===== config.mk =====
export PLATFORM = sky130hd
export DESIGN_NAME = fetch_queue
export DESIGN_NICKNAME = d
export VERILOG_FILES = /design/src/rtl/fetch_queue.sv
export SDC_FILE = /design/constraint.sdc
export NUM_CORES = 1
export LEC_CHECK = 0
export CAP_MARGIN = 25
export CORE_UTILIZATION = 60
export CTS_BUF_LIST = sky130_fd_sc_hd__clkbuf_16
export CTS_CLUSTER_SIZE = 8
export DETAILED_ROUTE_END_ITERATION = 7
export GPL_TIMING_DRIVEN = 0
export PLACE_DENSITY = 0.9
export SLEW_MARGIN = 0
export SYNTH_ARGS = -nofsm -noshare
export SYNTH_HDL_FRONTEND = slang
export SYNTH_SLANG_ARGS = --single-unit

===== constraint.sdc =====
create_clock -name clock -period 8.36 [get_ports clock]
set_input_delay 1.672 -clock clock [delete_from_list [all_inputs] [get_ports clock]]
set_output_delay 1.672 -clock clock [all_outputs]
set_load 0.01 [all_outputs]

===== src/rtl/fetch_queue.sv =====
// Instruction fetch front end: issues sequential/redirected ROM reads and buffers returned words in a FIFO.
// Optional macro FETCH_ALIGN_CHECK_EN: forces redirect targets word-aligned and raises a sticky align_err_out.
module fetch_queue #(
   parameter int                ADDR_W   = 32,
   parameter int                DATA_W   = 32,
   parameter logic [ADDR_W-1:0] PC_RESET = ADDR_W'(32'h0040_0000),
   parameter logic [ADDR_W-1:0] PC_STEP  = ADDR_W'(32'h0000_0004),
   parameter int                DEPTH    = 4
) (
   input  logic              clock,
   input  logic              reset,
   output logic [ADDR_W-1:0] imem_addr_out,
   input  logic [DATA_W-1:0] imem_data_in,
   input  logic              redirect_in,
   input  logic [ADDR_W-1:0] redirect_pc_in,
   output logic              instr_valid_out,
   output logic [DATA_W-1:0] instr_out,
   output logic [ADDR_W-1:0] pc_out,
   input  logic              instr_ready_in,
   output logic              align_err_out
);

   localparam int PTR_W = $clog2(DEPTH);
   localparam int CNT_W = PTR_W + 1;
   localparam logic [CNT_W:0] DEPTH_OCC = (CNT_W+1)'(DEPTH);

   logic [ADDR_W-1:0] fetch_pc_q, fetch_pc_d;
   logic [ADDR_W-1:0] inflight_pc_q, inflight_pc_d;
   logic              inflight_q, inflight_d;
   logic [PTR_W-1:0]  wr_ptr_q, wr_ptr_d;
   logic [PTR_W-1:0]  rd_ptr_q, rd_ptr_d;
   logic [CNT_W-1:0]  count_q, count_d;
   logic [ADDR_W-1:0] pc_mem_q    [DEPTH];
   logic [DATA_W-1:0] instr_mem_q [DEPTH];

   logic [ADDR_W-1:0] target;
   logic [CNT_W:0]    occupancy;
   logic              issue, push, pop;

`ifdef FETCH_ALIGN_CHECK_EN
   logic align_err_q;
   logic misaligned;

   assign misaligned = |redirect_pc_in[1:0];
   assign target     = {redirect_pc_in[ADDR_W-1:2], 2'b00};

   always_ff @(posedge clock) begin
      if (reset)
         align_err_q <= 1'b0;
      else if (redirect_in && misaligned)
         align_err_q <= 1'b1;
   end

   assign align_err_out = align_err_q;
`else
   assign target        = redirect_pc_in;
   assign align_err_out = 1'b0;
`endif

   // Words already in flight reserve a slot, so an issue can never overflow the FIFO.
   assign occupancy = {1'b0, count_q} + (CNT_W+1)'(inflight_q);
   assign issue     = redirect_in | (occupancy < DEPTH_OCC);
   assign push      = inflight_q & ~redirect_in;
   assign pop       = (count_q != '0) & instr_ready_in & ~redirect_in;

   always_comb begin
      fetch_pc_d    = fetch_pc_q;
      inflight_d    = 1'b0;
      inflight_pc_d = inflight_pc_q;
      wr_ptr_d      = wr_ptr_q;
      rd_ptr_d      = rd_ptr_q;
      count_d       = count_q;
      if (redirect_in) begin
         fetch_pc_d    = target + PC_STEP;
         inflight_d    = 1'b1;
         inflight_pc_d = target;
         wr_ptr_d      = '0;
         rd_ptr_d      = '0;
         count_d       = '0;
      end else begin
         if (issue) begin
            fetch_pc_d    = fetch_pc_q + PC_STEP;
            inflight_d    = 1'b1;
            inflight_pc_d = fetch_pc_q;
         end
         if (push)
            wr_ptr_d = wr_ptr_q + PTR_W'(1);
         if (pop)
            rd_ptr_d = rd_ptr_q + PTR_W'(1);
         count_d = count_q + CNT_W'(push) - CNT_W'(pop);
      end
   end

   always_ff @(posedge clock) begin
      if (reset) begin
         fetch_pc_q    <= PC_RESET;
         inflight_q    <= 1'b0;
         inflight_pc_q <= PC_RESET;
         wr_ptr_q      <= '0;
         rd_ptr_q      <= '0;
         count_q       <= '0;
      end else begin
         fetch_pc_q    <= fetch_pc_d;
         inflight_q    <= inflight_d;
         inflight_pc_q <= inflight_pc_d;
         wr_ptr_q      <= wr_ptr_d;
         rd_ptr_q      <= rd_ptr_d;
         count_q       <= count_d;
      end
   end

   // Storage needs no reset: count_q gates visibility of every entry.
   always_ff @(posedge clock) begin
      if (!reset && push) begin
         pc_mem_q[wr_ptr_q]    <= inflight_pc_q;
         instr_mem_q[wr_ptr_q] <= imem_data_in;
      end
   end

   assign imem_addr_out   = reset ? PC_RESET : (redirect_in ? target : fetch_pc_q);
   assign instr_valid_out = (count_q != '0);
   assign instr_out       = instr_mem_q[rd_ptr_q];
   assign pc_out          = pc_mem_q[rd_ptr_q];

endmodule


Yosys cells after proc, flatten, opt, wreduce, memory -nomap -nowiden
Memories as Yosys holds them, arrays and structs flattened. A register that Yosys moved wholly into a read port is not among the register bits.
Index checks and enable logic that the tools add are counted.
{"block": "totals", "reg_bits": 72, "latch_bits": 0, "ram_bits": 256, "mem_bits_ro": 0, "input_bits": 68, "out_inout_bits": 98, "wordCells": 40, "mem_count": 2}
{"memory": "instr_mem_q", "words": 4, "word_bits": 32, "read_ports": 1, "rd_ports_with_merged_regs": 1, "wr": 1, "line_no": "34", "source": "logic [DATA_W-1:0] instr_mem_q [DEPTH];"}
{"memory": "pc_mem_q", "words": 4, "word_bits": 32, "read_ports": 1, "rd_ports_with_merged_regs": 1, "wr": 1, "line_no": "33", "source": "logic [ADDR_W-1:0] pc_mem_q [DEPTH];"}
{"block": "op_classes", "n_addsub": 7, "multipliers": 0, "div": 0, "n_lt_le_gt_ge": 1, "n_eq_ne": 0, "shifts": 0, "mux": 14, "bitwise": 5, "reduce_logical": 5}
{"cell": "32-bit 2-to-1 mux", "n": 6}
{"cell": "32-bit by 3-bit adder with 32-bit output, second input constant", "n": 2}
{"cell": "2-bit 2-to-1 mux", "n": 4}
{"cell": "2-bit by 1-bit adder with 2-bit output, second input constant", "n": 2}
{"cell": "3-bit by 1-bit adder with 4-bit output", "n": 1}
{"cell": "4-bit by 3-bit < comparator with 1-bit output, second input constant", "n": 1}
{"cell": "1-bit 2-to-1 mux", "n": 4}
{"cell": "3-bit by 1-bit adder with 3-bit output", "n": 1}
{"cell": "1-bit AND", "n": 3}
{"cell": "3-bit nonzero test", "n": 1}
{"cell": "3-bit by 1-bit subtractor with 3-bit output", "n": 1}
{"cell": "2-bit nonzero test", "n": 1}
{"cell": "2-bit OR reduction", "n": 1}
{"cell": "1-bit logical AND", "n": 1}
{"cell": "1-bit zero test", "n": 1}
{"cell": "1-bit inverter", "n": 1}
{"cell": "1-bit bitwise OR", "n": 1}

Depth between registers and ports, before layout
{"block": "depth", "ltp_word": 5, "depth_mapped": 16, "ltp_nobuf": 9}

Worst setup path before layout
No wires, ideal clock.
{"block": "synth_timing", "path_type": "input port to output port", "from": "input port redirect_in", "to": "output port imem_addr_out[12]", "arrival_ns": 2.929, "t_required_ns": 6.688, "setup_slack_ns": 3.759, "cell_stages": 8, "path_buffers": 6, "path_cell_list": "buf_6 > buf_12 > buf_6 > buf_2 > buf_2 > buf_2 > mux2i_1 > nor2_1"}
{"block": "synth_via", "elab_chain_len": 2}
{"element": "start: declaration", "line_no": "14", "source": "input logic redirect_in,"}
{"element": "32-bit 2-to-1 mux (2 in series)", "line_no": "120", "source": "assign imem_addr_out = reset ? PC_RESET : (redirect_in ? target : fetch_pc_q);"}
{"element": "end: declaration", "line_no": "12", "source": "output logic [ADDR_W-1:0] imem_addr_out,"}
No other way between the ends.

Final worst setup path
{"block": "layout_timing", "from": "input port redirect_in", "to": "output port imem_addr_out[13]"}
The elaborated chain is that of the path after synthesis.

==> impl_metrics.yaml <==
clocking:
  post_cts_buffers: 0
  cts.path.max_buffers: 3
  cts_root_buf: "clkbuf_16"
  htreeDepth: 2
  cts_buffers: 47
  clock_latency_ns: 0.54
  tritoncts: "done"
  cts_resized: 0
  clk_pin_slew_ns: 0.05
  ctsHoldBuffers: 0
  cts.sinks: 330
synth:
  async_reset_ff_frac: 0
  syn_inst: 869
  synth_area_leaders: "edfxtp_1 57%, dfxtp_1 11%, mux4_2 11%, nor2_1 2.4%, mux2i_1 2.4%"
  synth_top_area_share: 0.568
  ys_types: 61
  ys.flop_type: "edfxtp_1"
  netlist_area_mm2: 0.0135
  syn_nets: 946
  synth_area_leader_cell: "edfxtp_1"
  yosysSeqAreaShare: 0.677
  syn_area_per_cell_um2: 15.6
  ys_seq_elements: 330
  yosysWarnings: 0
  synth-edff-count: 256
timing:
  hold-worst-slack_ns: 0.469
  max_freq_mhz: 166
  fin_skew_ns: 0.0191
  min_period_ns: 6.04
  finalCritPeriodShare: 0.722
  tns_ns: 0
  finalMaxSlewViolations: 0
  setup_viol: 0
  relSlewSlack: 0.434
  rsz0062_at_grt: "false"
  worst_pin_slew_ns: 0.849
  finalHoldViolations: 0
placed_design:
  dpl.hpwl_um: 20500
  globalplace.congestion: 0.934
  portBuffers: 163
routing:
  drc: 14
  viasPerCell: 6.19
  routedWlPerCell_um: 24.3
  vias: 8621
  antenna_left: 0
  drt_pass1_iterations: 8
  drt-initial-drc-count: 824
  wirelength_um: 33900
setup_path:
  cp_common_cell: "buf_2"
  worst_setup_path_end_kind: "output port"
  worstPathMaxFanout: 10
  cpMaxStageDelayCell: "clkdlybuf4s50_1"
  path_class: "in -> out"
  required_ns: 6.69
  slowest_delay_ns: 0.51
  crit_arrival_ns: 4.37
  rr_worst_depth: 11
  cp-start-kind: "input pin"
  crit_chain: "clkdlybuf4s50_1 -> buf_6 -> buf_12 -> buf_6 -> buf_2 -> buf_2 -> buf_2 -> mux2i_1 -> nor2_1 -> clkdlybuf4s50_1"
global_routing:
  grt_max_degree: 45
  antenna_found_initial: 0
  grt.total_usage: 0.300
  grt_overflow: 0
  grt_pass1_vias: 8933
  grt_pass1_wl_um: 52100
floorplan:
  design.die.area_mm2: 0.0232
  die_h_um: 152
  ios: 166
  initial_core_util: 0.616
  rows: 54
  die_w_um: 152
  core_area_mm2: 0.0220
power_and_ir_drop:
  peakVddDrop_mv: 0.138
  power_density_mw_per_mm2: 221
  finalPower_w: 0.00375
  p_leak_nw: 5.86
layout:
  area_delta_synth_final_pct: 25.3
  final_cell_mix: "256 x edfxtp_1, 163 x clkdlybuf4s50_1, 87 x nor2_1"
  final_common_cell: "edfxtp_1"
  antenna_cells: 0
  nNetsFinal: 1162
  drive_gt1_frac: 0.137
min_path:
  hold_depth: 2
  hp-class: "reg -> reg"
status:
  status: "finished with violations"
  violations: "design-rule violations"
flow_run:
  drv_cap: 0
==> metal layers <==
metal	wire, um	GRT usage
met1	13000	0.400
met2	16900	0.498
met3	3170	0.0484
met4	867	0.119
met5	0	0
==> stage by stage <==
stage	worst slack (ns)	instance area (um^2)	util	cells
floorplan	3.76	13500	-	869
global placement	2.07	15500	0.707	1312
detailed placement	2.37	15600	0.713	1316
CTS	2.36	17000	0.772	1393
global route	2.22	17000	0.772	1393
finish	2.32	17000	0.772	1393
==> where the power goes <==
| part | total [W] | internal (W) | switching [W] |
|---|---|---|---|
| clock network | 0.00167 | 0.00100 | 0.000664 |
| registers | 0.00184 | 0.00181 | 0.0000346 |
| logic | 0.000240 | 0.000116 | 0.000124 |
==> cell families (layout without fill, tap and decap cells) <==
family | Yosys count | count (layout) | share of synthesized area
AOI/OAI and AO/OA | 95 | 95 | 0.0471
xor gates and xnor gates | 35 | 35 | 0.0226
adders and majority gates | 9 | 9 | 0.00887
buffers and inverters | 63 | 307 | 0.0214
DFF | 330 | 330 | 0.677
muxes | 100 | 100 | 0.133
other | 1 | 1 | 0.000277
and+or+nand+nor | 236 | 236 | 0.0889
==> layout make-up <==
type                    count  area, um^2
flip-flops and latches    330        9170
fillers                  1153        5000
well taps                 280         350
multi-input cells         476        4100
repair buffers            167        1740
plain buffers              54         255
clock inverters            30         133
inverters                   9        33.8
clock buffers              47        1180
==> registers in the layout, indices dropped and copies added (netlist names), named ones only <==
signal         cells
fetch_pc_q        32
pc_mem_q         128
inflight_pc_q     32
inflight_q         1
rd_ptr_q           2
instr_mem_q      128
count_q            3
wr_ptr_q           2
==> worst max-delay path, delay by kind of cell <==
kind / cells / cell delay [ns]
buffers and inverters: 8 / 2.40
muxes: 1 / 0.23
and+or+nand+nor: 1 / 0.05
==> cells in the mapped netlist, drive strengths merged, types with 5 or more instances <==
library cell	n
nand4	14
nor3	6
nand2	56
nor2	87
inv	9
mux4	64
nand3b	12
a21oi	33
xnor2	20
ha	8
o21ai	11
mux2i	32
buf	20
a211oi	29
or3	5
xor2	15
dfxtp	74
edfxtp	256
clkbuf	34
nand3	24
nand4b	8
==> final timing paths <==
path / start / to / slack (ns)
max: redirect_in / imem_addr_out[13] / 2.32
min reg2reg: fetch_pc_q[8] / fetch_pc_q[8] / 0.47
min: fetch_pc_q[8] / fetch_pc_q[8] / 0.47
max reg2reg: fetch_pc_q[3] / fetch_pc_q[28] / 5.29
(Power assumes the default switching activity.)
